<file path="src/rtl/mem_bus_arbiter.sv">
// -----------------------------------------------------------------------------
// mem_bus_arbiter
//
// N-master to single-slave memory bus arbiter. The dzcpu (master 0), the
// OAM/HDMA DMA engine and any later masters (debug port) share the one mmu
// port through this block.
//
// Pipeline, one access per cycle:
//   t   : a winner is chosen combinationally from iReq and flagged on oGrant.
//   t+1 : the winner's address / write enable / write data drive the mmu.
//   t+2 : for reads, the mmu's synchronous output is returned on oRdData with
//         oRdValid flagging the owning master.
//
// Arbitration is fixed priority (lowest index wins) or round-robin. A master
// that holds iLock may keep the bus for at most MAX_BURST consecutive grants.
// After that, one arbitration round runs under the normal rules.
//
// Parameter ranges: NUM_MASTERS 1..8, MAX_BURST 2..255.
// -----------------------------------------------------------------------------
module mem_bus_arbiter #(
  parameter int NUM_MASTERS = 2,
  parameter int ADDR_W      = 16,
  parameter int DATA_W      = 8,
  parameter int RR_MODE     = 1,
  parameter int MAX_BURST   = 16
) (
  input  logic                          iClock,
  input  logic                          iReset,
  input  logic [NUM_MASTERS-1:0]        iReq,
  input  logic [NUM_MASTERS-1:0]        iLock,
  input  logic [NUM_MASTERS-1:0]        iWe,
  input  logic [NUM_MASTERS*ADDR_W-1:0] iAddr,
  input  logic [NUM_MASTERS*DATA_W-1:0] iData,
  output logic [NUM_MASTERS-1:0]        oGrant,
  output logic [NUM_MASTERS-1:0]        oRdValid,
  output logic [DATA_W-1:0]             oRdData,
  output logic [ADDR_W-1:0]             oMemAddr,
  output logic                          oMemWe,
  output logic [DATA_W-1:0]             oMemData,
  input  logic [DATA_W-1:0]             iMemData
);

  // Master index width. With a single master, a 1-bit index keeps every
  // select legal.
  localparam int IDX_W = (NUM_MASTERS > 1) ? $clog2(NUM_MASTERS) : 1;

  // Last counter value at which a held lock is still honoured. The counter
  // counts re-grants, so the total locked run is MAX_BURST grants.
  localparam logic [7:0] BURST_CAP = 8'(MAX_BURST - 1);

  // ---------------------------------------------------------------------------
  // Arbitration state
  // ---------------------------------------------------------------------------
  logic [IDX_W-1:0] rLast;       // most recent winner (round-robin pointer)
  logic             rPrevValid;  // a grant was issued in the previous cycle
  logic [IDX_W-1:0] rPrevIdx;    // the previous cycle's winner
  logic [7:0]       rBurstCnt;   // locked re-grants in the current burst

  // Arbitration result for the current cycle
  logic             lockActive;
  logic             winValid;
  logic [IDX_W-1:0] winIdx;

  // Fields of the winning master
  logic [ADDR_W-1:0] selAddr;
  logic [DATA_W-1:0] selData;
  logic              selWe;

  // ---------------------------------------------------------------------------
  // Pipeline state
  // ---------------------------------------------------------------------------
  logic             rIssueRd;    // the access now on the mmu port is a read
  logic [IDX_W-1:0] rIssueIdx;   // owner of the access now on the mmu port
  logic [NUM_MASTERS-1:0] rRdValid;
  logic [DATA_W-1:0]      rRdHold;  // last returned read data

  // Pick this cycle's winner: a held lock first, then round-robin or fixed priority.
  always_comb begin
    int cand;
    // NOTE: every output of this block gets a default first, so no path leaves
    // a value unassigned and no latch is inferred.
    lockActive = 1'b0;
    winValid   = 1'b0;
    winIdx     = '0;
    cand       = 0;

    // No grant is offered while reset is asserted. Anything accepted in that
    // cycle would be wiped from the pipeline at the same edge.
    if (!iReset) begin
      if (rPrevValid && iReq[rPrevIdx] && iLock[rPrevIdx] &&
          (rBurstCnt < BURST_CAP)) begin
        // Burst lock: the previous winner keeps the bus.
        lockActive = 1'b1;
        winValid   = 1'b1;
        winIdx     = rPrevIdx;
      end else if (RR_MODE != 0) begin
        // Round-robin: scan from rLast+1 with wrap-around. The loop runs from
        // the farthest candidate to the nearest, so the nearest requester
        // is written last and wins.
        for (int off = NUM_MASTERS; off >= 1; off--) begin
          cand = int'(rLast) + off;
          if (cand >= NUM_MASTERS) cand = cand - NUM_MASTERS;
          if (iReq[IDX_W'(cand)]) begin
            winValid = 1'b1;
            winIdx   = IDX_W'(cand);
          end
        end
      end else begin
        // Fixed priority: scanning downwards leaves the lowest requester as winner.
        for (int k = NUM_MASTERS - 1; k >= 0; k--) begin
          if (iReq[IDX_W'(k)]) begin
            winValid = 1'b1;
            winIdx   = IDX_W'(k);
          end
        end
      end
    end
  end

  // Decode the one-hot grant and select the winner's access fields.
  always_comb begin
    oGrant  = winValid ? (NUM_MASTERS'(1) << winIdx) : '0;
    selWe   = iWe[winIdx];
    selAddr = iAddr[winIdx*ADDR_W +: ADDR_W];
    selData = iData[winIdx*DATA_W +: DATA_W];
  end

  // Track the last winner, the round-robin pointer and the burst counter.
  always_ff @(posedge iClock) begin
    if (iReset) begin
      // Pointer starts at the top index, so master 0 is searched first.
      rLast      <= IDX_W'(NUM_MASTERS - 1);
      rPrevValid <= 1'b0;
      rPrevIdx   <= '0;
      rBurstCnt  <= '0;
    end else begin
      // NOTE: sequential state uses non-blocking assignments, so every flop
      // samples the pre-edge values no matter how the blocks are ordered.
      rPrevValid <= winValid;
      if (winValid) begin
        rPrevIdx <= winIdx;
        rLast    <= winIdx;
      end
      // Count only locked re-grants. An idle cycle, a change of winner, a
      // dropped lock or the cap round all fall to the zero branch.
      rBurstCnt <= lockActive ? rBurstCnt + 8'd1 : 8'd0;
    end
  end

  // Issue stage: register the winner's access onto the mmu port.
  always_ff @(posedge iClock) begin
    if (iReset) begin
      oMemAddr  <= '0;
      oMemWe    <= 1'b0;
      oMemData  <= '0;
      rIssueRd  <= 1'b0;
      rIssueIdx <= '0;
    end else begin
      oMemWe   <= winValid & selWe;
      rIssueRd <= winValid & ~selWe;
      // Address and data hold through idle cycles. oMemWe = 0 makes them inert.
      if (winValid) begin
        oMemAddr  <= selAddr;
        oMemData  <= selData;
        rIssueIdx <= winIdx;
      end
    end
  end

  // Return stage: flag the read owner while the mmu's registered data is on iMemData.
  always_ff @(posedge iClock) begin
    if (iReset) begin
      rRdValid <= '0;
      rRdHold  <= '0;
    end else begin
      rRdValid <= rIssueRd ? (NUM_MASTERS'(1) << rIssueIdx) : '0;
      // Capture the data being returned, so oRdData holds it afterwards.
      if (|rRdValid) rRdHold <= iMemData;
    end
  end

  // The mmu output is already registered, so return it directly while valid.
  // Otherwise show the last returned value.
  assign oRdValid = rRdValid;
  assign oRdData  = (|rRdValid) ? iMemData : rRdHold;

endmodule

</file>
<file path="config.mk">
export PLATFORM = sky130hd
export DESIGN_NAME = mem_bus_arbiter
export DESIGN_NICKNAME = d
export VERILOG_FILES = /design/src/rtl/mem_bus_arbiter.sv
export SDC_FILE = /design/constraint.sdc
export NUM_CORES = 1
export LEC_CHECK = 0
export CORE_AREA = 2 2 70 72
export CTS_BUF_LIST = sky130_fd_sc_hd__clkbuf_8
export CTS_CLUSTER_SIZE = 30
export DETAILED_ROUTE_END_ITERATION = 12
export DIE_AREA = 0 0 72 74
export PLACE_DENSITY = 0.84
export SKIP_LAST_GASP = 1
export SLEW_MARGIN = 40
export SYNTH_ARGS = -nofsm -noshare
export SYNTH_HDL_FRONTEND = slang
export SYNTH_SLANG_ARGS = --single-unit
</file>
<file path="constraint.sdc">
create_clock -name iClock -period 2.9 [get_ports iClock]
set_clock_uncertainty 0.15 [all_clocks]
set_input_delay 0.435 -clock iClock [delete_from_list [all_inputs] [get_ports iClock]]
set_output_delay 0.435 -clock iClock [all_outputs]
set_load 0.01 [all_outputs]
</file>
Word-level counts from Yosys, hierarchy flattened
Cells that the tools add are included.

word-level totals
  bits in registers = 47
  bits of input ports = 64
  word-level logic and storage cells = 65

operators by class
  add/sub/neg operators = 5
  $lt $le $gt $ge = 7
  shift-type cells = 4
  mux-type cells = 28
  bitwise gates (word level) = 5
  reductions and logical operators = 6

operator list
  kind                                                  count
  indexed part select 32 x 6 -> 16 bit                  1
  2-to-1 mux 1 bit                                      26
  indexed part select 16 x 5 -> 8 bit                   1
  adder 8 x 1 -> 8 bit (second input constant)          1
  < comparator 8 x 4 -> 1 bit (second input constant)   1
  2-to-1 mux 8 bit                                      1
  < comparator 1 x 3 -> 1 bit (second input constant)   2
  OR reduction 2 bit                                    3
  < comparator 1 x 2 -> 1 bit (second input constant)   2
  left shift 1 x 1 -> 2 bit (first input constant)      2
  adder 1 x 2 -> 3 bit (second input constant)          1
  >= comparator 3 x 2 -> 1 bit (second input constant)  1
  logical AND 1 bit                                     3
  inverter 1 bit                                        3
  adder 1 x 1 -> 2 bit (second input constant)          1
  AND 1 bit                                             2
  >= comparator 2 bit (second input constant)           1
  2-to-1 mux 2 bit                                      1
  subtractor 1 bit (second input constant)              2

Longest topological paths before layout
  depth after elaboration = 18
  depth in mapped cells = 8

Worst setup path after synthesis
No wires, ideal clock.

  kind = input-to-output
  from = input port iLock[1]
  to = output port oGrant[0]
  data arrival time = 1692 ps
  setup slack = 623 ps
  stages on the path = 6
  buffers on the path = 2
  cell sequence = and3_1 > o2111a_1 > o221a_4 > buf_6 > buf_2 > nor2_1

between the ends
  word-level cells in the longest chain between the ends = 8

ends and longest elaborated chain
  element                                                   RTL line  RTL
  start, declared                                           30        input logic [NUM_MASTERS-1:0] iLock,
  2-to-1 mux 1 bit (implied by the code) (*) (2 in series)  90        if (rPrevValid && iReq[rPrevIdx] && iLock[rPrevIdx] &&
  logical AND 1 bit (*) (2 in series)                       90
  2-to-1 mux 1 bit                                          90
  2-to-1 mux 1 bit                                          89        if (!iReset) begin
  left shift 1 x 1 -> 2 bit                                 122       oGrant = winValid ? (NUM_MASTERS'(1) << winIdx) : '0;
  2-to-1 mux 2 bit (*)                                      122
  end, declared                                             34        output logic [NUM_MASTERS-1:0] oGrant,

Mark *: on every way between the ends. The rest lies on a longest branch, timed or not. The select of a mux whose other input is x is not followed.

Final worst setup path
  from = register rBurstCnt[6]
  to = output port oGrant[1]

between the ends
  word-level cells in the longest chain between the ends = 6

ends and longest elaborated chain
  element                          RTL line  RTL
  start, declared                  57        logic [7:0] rBurstCnt;
  start signal, assigned           146       rBurstCnt <= lockActive ? rBurstCnt + 8'd1 : 8'd0;
  < comparator 8 x 4 -> 1 bit (*)  91        (rBurstCnt < BURST_CAP)) begin
  logical AND 1 bit (*)            90
  2-to-1 mux 1 bit                 90
  2-to-1 mux 1 bit                 89
  left shift 1 x 1 -> 2 bit        122
  2-to-1 mux 2 bit (*)             122

Mark *: on every way between the ends. The rest lies on a longest branch, timed or not.

==> metrics.txt <==
largest incremental delay on the critical path 540 ps; sum of net half-perimeters after detailed placement 3390 um; area of combinational cells with multiple inputs 881 sq um; Reg clk slew, reported paths approximately 80 ps; number of iterations in the first detailed-routing pass 4; flip-flop cell with the highest count after synthesis sky130_fd_sc_hd__dfxtp_1; Synth async-reset ratio 0; Clk network pwr share 0.328; average vias per placed instance ~5.2; final worst-path setup slack 151 ps; placer's final routability congestion estimate between 0.7 and 0.8; site row count 25; final core area utilization 0.664; data arrival time of the worst path 2160 ps; antenna violations before repair 0; source of the worst hold timing path rBurstCnt[0]; share of synthesized area occupied by flip-flops and latches 0.497; clock tree from TritonCTS yes; global routing met1 resource utilization 0.188; family of cells with the greatest summed delay on the critical path compound AO/OA/AOI/OAI gates; DR DRC count 0; pin count of the biggest net entering global routing 53; Post-Place Cells about 330; fraction of final layout cells with drive strength greater than 1 0.0810; library cell used as clock root buffer sky130_fd_sc_hd__clkbuf_8; core outline area ~0.0046 sq mm; Filler cells 392; power density relative to cell area between 400 and 500 mW/mm^2; number of max-slew violations in the final report 0; Setup Buffers After CTS 0; unrepaired setup endpoints after global routing no; footprint of the flip-flops and latches 941 sq um; switching share of power 0.215; IO Count 101; leak pwr 0.00117 uW; total of flip-flops plus latches after synthesis 47; Critical Path Sink Type output port; cell taking the most area after synthesis sky130_fd_sc_hd__dfxtp_1; Total Routing Usage GR 0.183; setup-violating endpoint count in the final report 0; post-route setup TNS 0 ps; Netlist cell types 30; result of the run completed; Syn Area/Cell 10.5 sq um; cell count after synthesis 181; post-layout minimum cycle time 2750 ps; vias in the first global route 1794; via total after detailed routing 1743; count of max-cap constraint violations 0; CP Max Fanout 4; Max stage delay cell, worst path sky130_fd_sc_hd__clkdlybuf4s50_1; worst ir drop on vdd 222 uV; met2 track demand over resource in global routing 0.347; number of nets with antenna violations after detailed routing 0; cell area after placement 0.00295 sq mm; Die Span X 72 um; Net Switching 296 uW; cell-internal power 1080 uW; worst slack after detailed placement ~33 ps; sequential share of power 0.500; required time reported for the critical path endpoint 2320 ps; met3 Track Usage GR 0.0583; relative slew slack 0.573; synthesis-to-finish area growth 61.4%; biggest area contributors in the synthesized netlist sky130_fd_sc_hd__dfxtp_1, sky130_fd_sc_hd__or3b_1, sky130_fd_sc_hd__a22oi_1, sky130_fd_sc_hd__a21oi_1, sky130_fd_sc_hd__mux2_2; vertical die dimension 74 um; grt ovf 0; combinational share of power 0.172; total clock buffers created by CTS 5; fin crit share 0.948; yosys synthesis warning count 0; antenna fix cells 0; detailed-route wire length 4690 um; synthesized cell area roughly 0.0019 sq mm; finished layout cell area 0.00306 sq mm; full die area around 0.0053 sq mm; Synth top cells by count sky130_fd_sc_hd__dfxtp_1, sky130_fd_sc_hd__a21oi_1, sky130_fd_sc_hd__a22oi_1, sky130_fd_sc_hd__or3b_1, sky130_fd_sc_hd__and2_1; # clock sinks 47; number of port buffers 100; critical setup path kind reg -> out; total number of nets in the final design roughly 350; Hold Vio Cnt, Final 0; Reg-to-Reg Start rBurstCnt[6]; launching instance or port of the critical path rBurstCnt[6]; number of DRC violations after detailed-routing iteration 0 79; cells traversed along the worst timing path nor4_1 -> o2111a_1 -> o221a_4 -> clkdlybuf4s50_1; routed wirelength normalized by instance count 13.9 um; slew at the pin closest to its max-slew limit approximately 640 ps; most used routing layer met2; clk_lat worst skew 290 ps; initial core utilization 0.412; worst path buffer plus inverter count 1; kind of start point of the critical path register; most repeated cell in the gate-level netlist after synthesis sky130_fd_sc_hd__dfxtp_1; post-layout instance count excluding filler cells 338; worst hold-check path type reg -> reg; first-pass GRT wire length 7720 um; depth of the CTS H-tree 2; buffers from clock root to sink, at most 2; area fraction of the dominant cell type after synthesis 0.497; Max Fclk 364 MHz; EDFF count, synth 0
[worst reg2reg max path, delay by kind of cell (launching register included)]
family	cells	cell delay, ps
AOI/OAI and AO/OA	3	540
and+or+nand+nor	2	890
buffers and inverters	2	420
DFF	1	300
[cell usage in the layout, fill, tap and decap left out]
master                             n
sky130_fd_sc_hd__nor3_1            3
sky130_fd_sc_hd__xor2_1            1
sky130_fd_sc_hd__nand2b_1          2
sky130_fd_sc_hd__and3b_1           1
sky130_fd_sc_hd__a21oi_1          25
sky130_fd_sc_hd__o21ai_4           1
sky130_fd_sc_hd__nand3_1           2
sky130_fd_sc_hd__and2_1            9
sky130_fd_sc_hd__buf_4             7
sky130_fd_sc_hd__o2111a_1          1
sky130_fd_sc_hd__dfxtp_1          47
sky130_fd_sc_hd__mux2_2            8
sky130_fd_sc_hd__clkbuf_8          5
sky130_fd_sc_hd__o211ai_1          1
sky130_fd_sc_hd__a22oi_1          24
sky130_fd_sc_hd__o221a_4           1
sky130_fd_sc_hd__mux2i_1           1
sky130_fd_sc_hd__clkdlybuf4s50_1  99
sky130_fd_sc_hd__ha_1              1
sky130_fd_sc_hd__inv_1             3
sky130_fd_sc_hd__nor2b_1           1
sky130_fd_sc_hd__a211o_1           1
sky130_fd_sc_hd__and3_1            3
sky130_fd_sc_hd__bufinv_16         1
sky130_fd_sc_hd__nor2_1            4
sky130_fd_sc_hd__nor3b_1           1
sky130_fd_sc_hd__nor4_1            1
sky130_fd_sc_hd__conb_1            4
sky130_fd_sc_hd__or3b_1           24
sky130_fd_sc_hd__xnor2_1           1
sky130_fd_sc_hd__dlymetal6s2s_1    1
[area by class of cell]
cell class | count | area share
inverters | 2 | 0.00246
well taps | 54 | 0.0221
repair buffers | 107 | 0.346
multi-input cells | 121 | 0.288
clock inverters | 2 | 0.0111
clock buffers | 5 | 0.0225
flip-flops and latches | 47 | 0.308
[logic make-up after synthesis]
kind of cell	count (synthesis)	share of synthesized area
XOR/XNOR	2	0.00925
adder cells (fa/ha/maj)	1	0.00661
buffers and inverters	16	0.0476
AO/OA/AOI/OAI	54	0.191
other	1	0.00198
flip-flops	47	0.497
multiplexers	9	0.0529
AND/OR/NAND/NOR	51	0.194
[power groups by stage]
| stage | Clock (uW) | Sequential [uW] | Combinational [uW] |
|---|---|---|---|
| 6_report | 451 | 688 | 237 |
| 5_1_grt | 487 | 692 | 256 |
| 4_1_cts | 466 | 689 | 239 |
| 3_5_place_dp | 0 | 703 | 239 |
| 3_3_place_gp | 0 | 702 | 234 |
| 2_1_floorplan | 0 | 711 | 77.5 |
[routing by layer]
metal	vias to the layer above	wire [um]
li1	866	-
met1	802	1880
met2	69	2400
met3	6	355
met4	0	52
met5	-	0
[final timing paths]
kind                                endpoint  slack, ps  cells after the start
worst max-delay path               oGrant[1]        150                      4
worst min register to register  rBurstCnt[0]        320                      1
worst max register to register  oMemAddr[13]        530                      7
worst min-delay path            rBurstCnt[0]        320                      1
[state kept, by name (all words and copies together), names as in the netlist]
name / flops
oMemAddr: 16
oRdValid: 2
rRdHold: 8
rIssueIdx: 1
rLast: 1
oMemData: 8
oMemWe: 1
rPrevValid: 1
rIssueRd: 1
rBurstCnt: 8
[per-stage QoR]
stage,hold slack (ps),power [uW]
6_report,317,1380
5_1_grt,337,1440
4_1_cts,317,1390
3_5_place_dp,306,942
3_3_place_gp,297,936
2_1_floorplan,280,789
[what timing repair did]
action                     in CTS  in global routing
resized for setup               0                  1
setup endpoints to repair       0                  1
hold buffers                    0                  0
No activity file was read; power rests on OpenSTA's default activity.
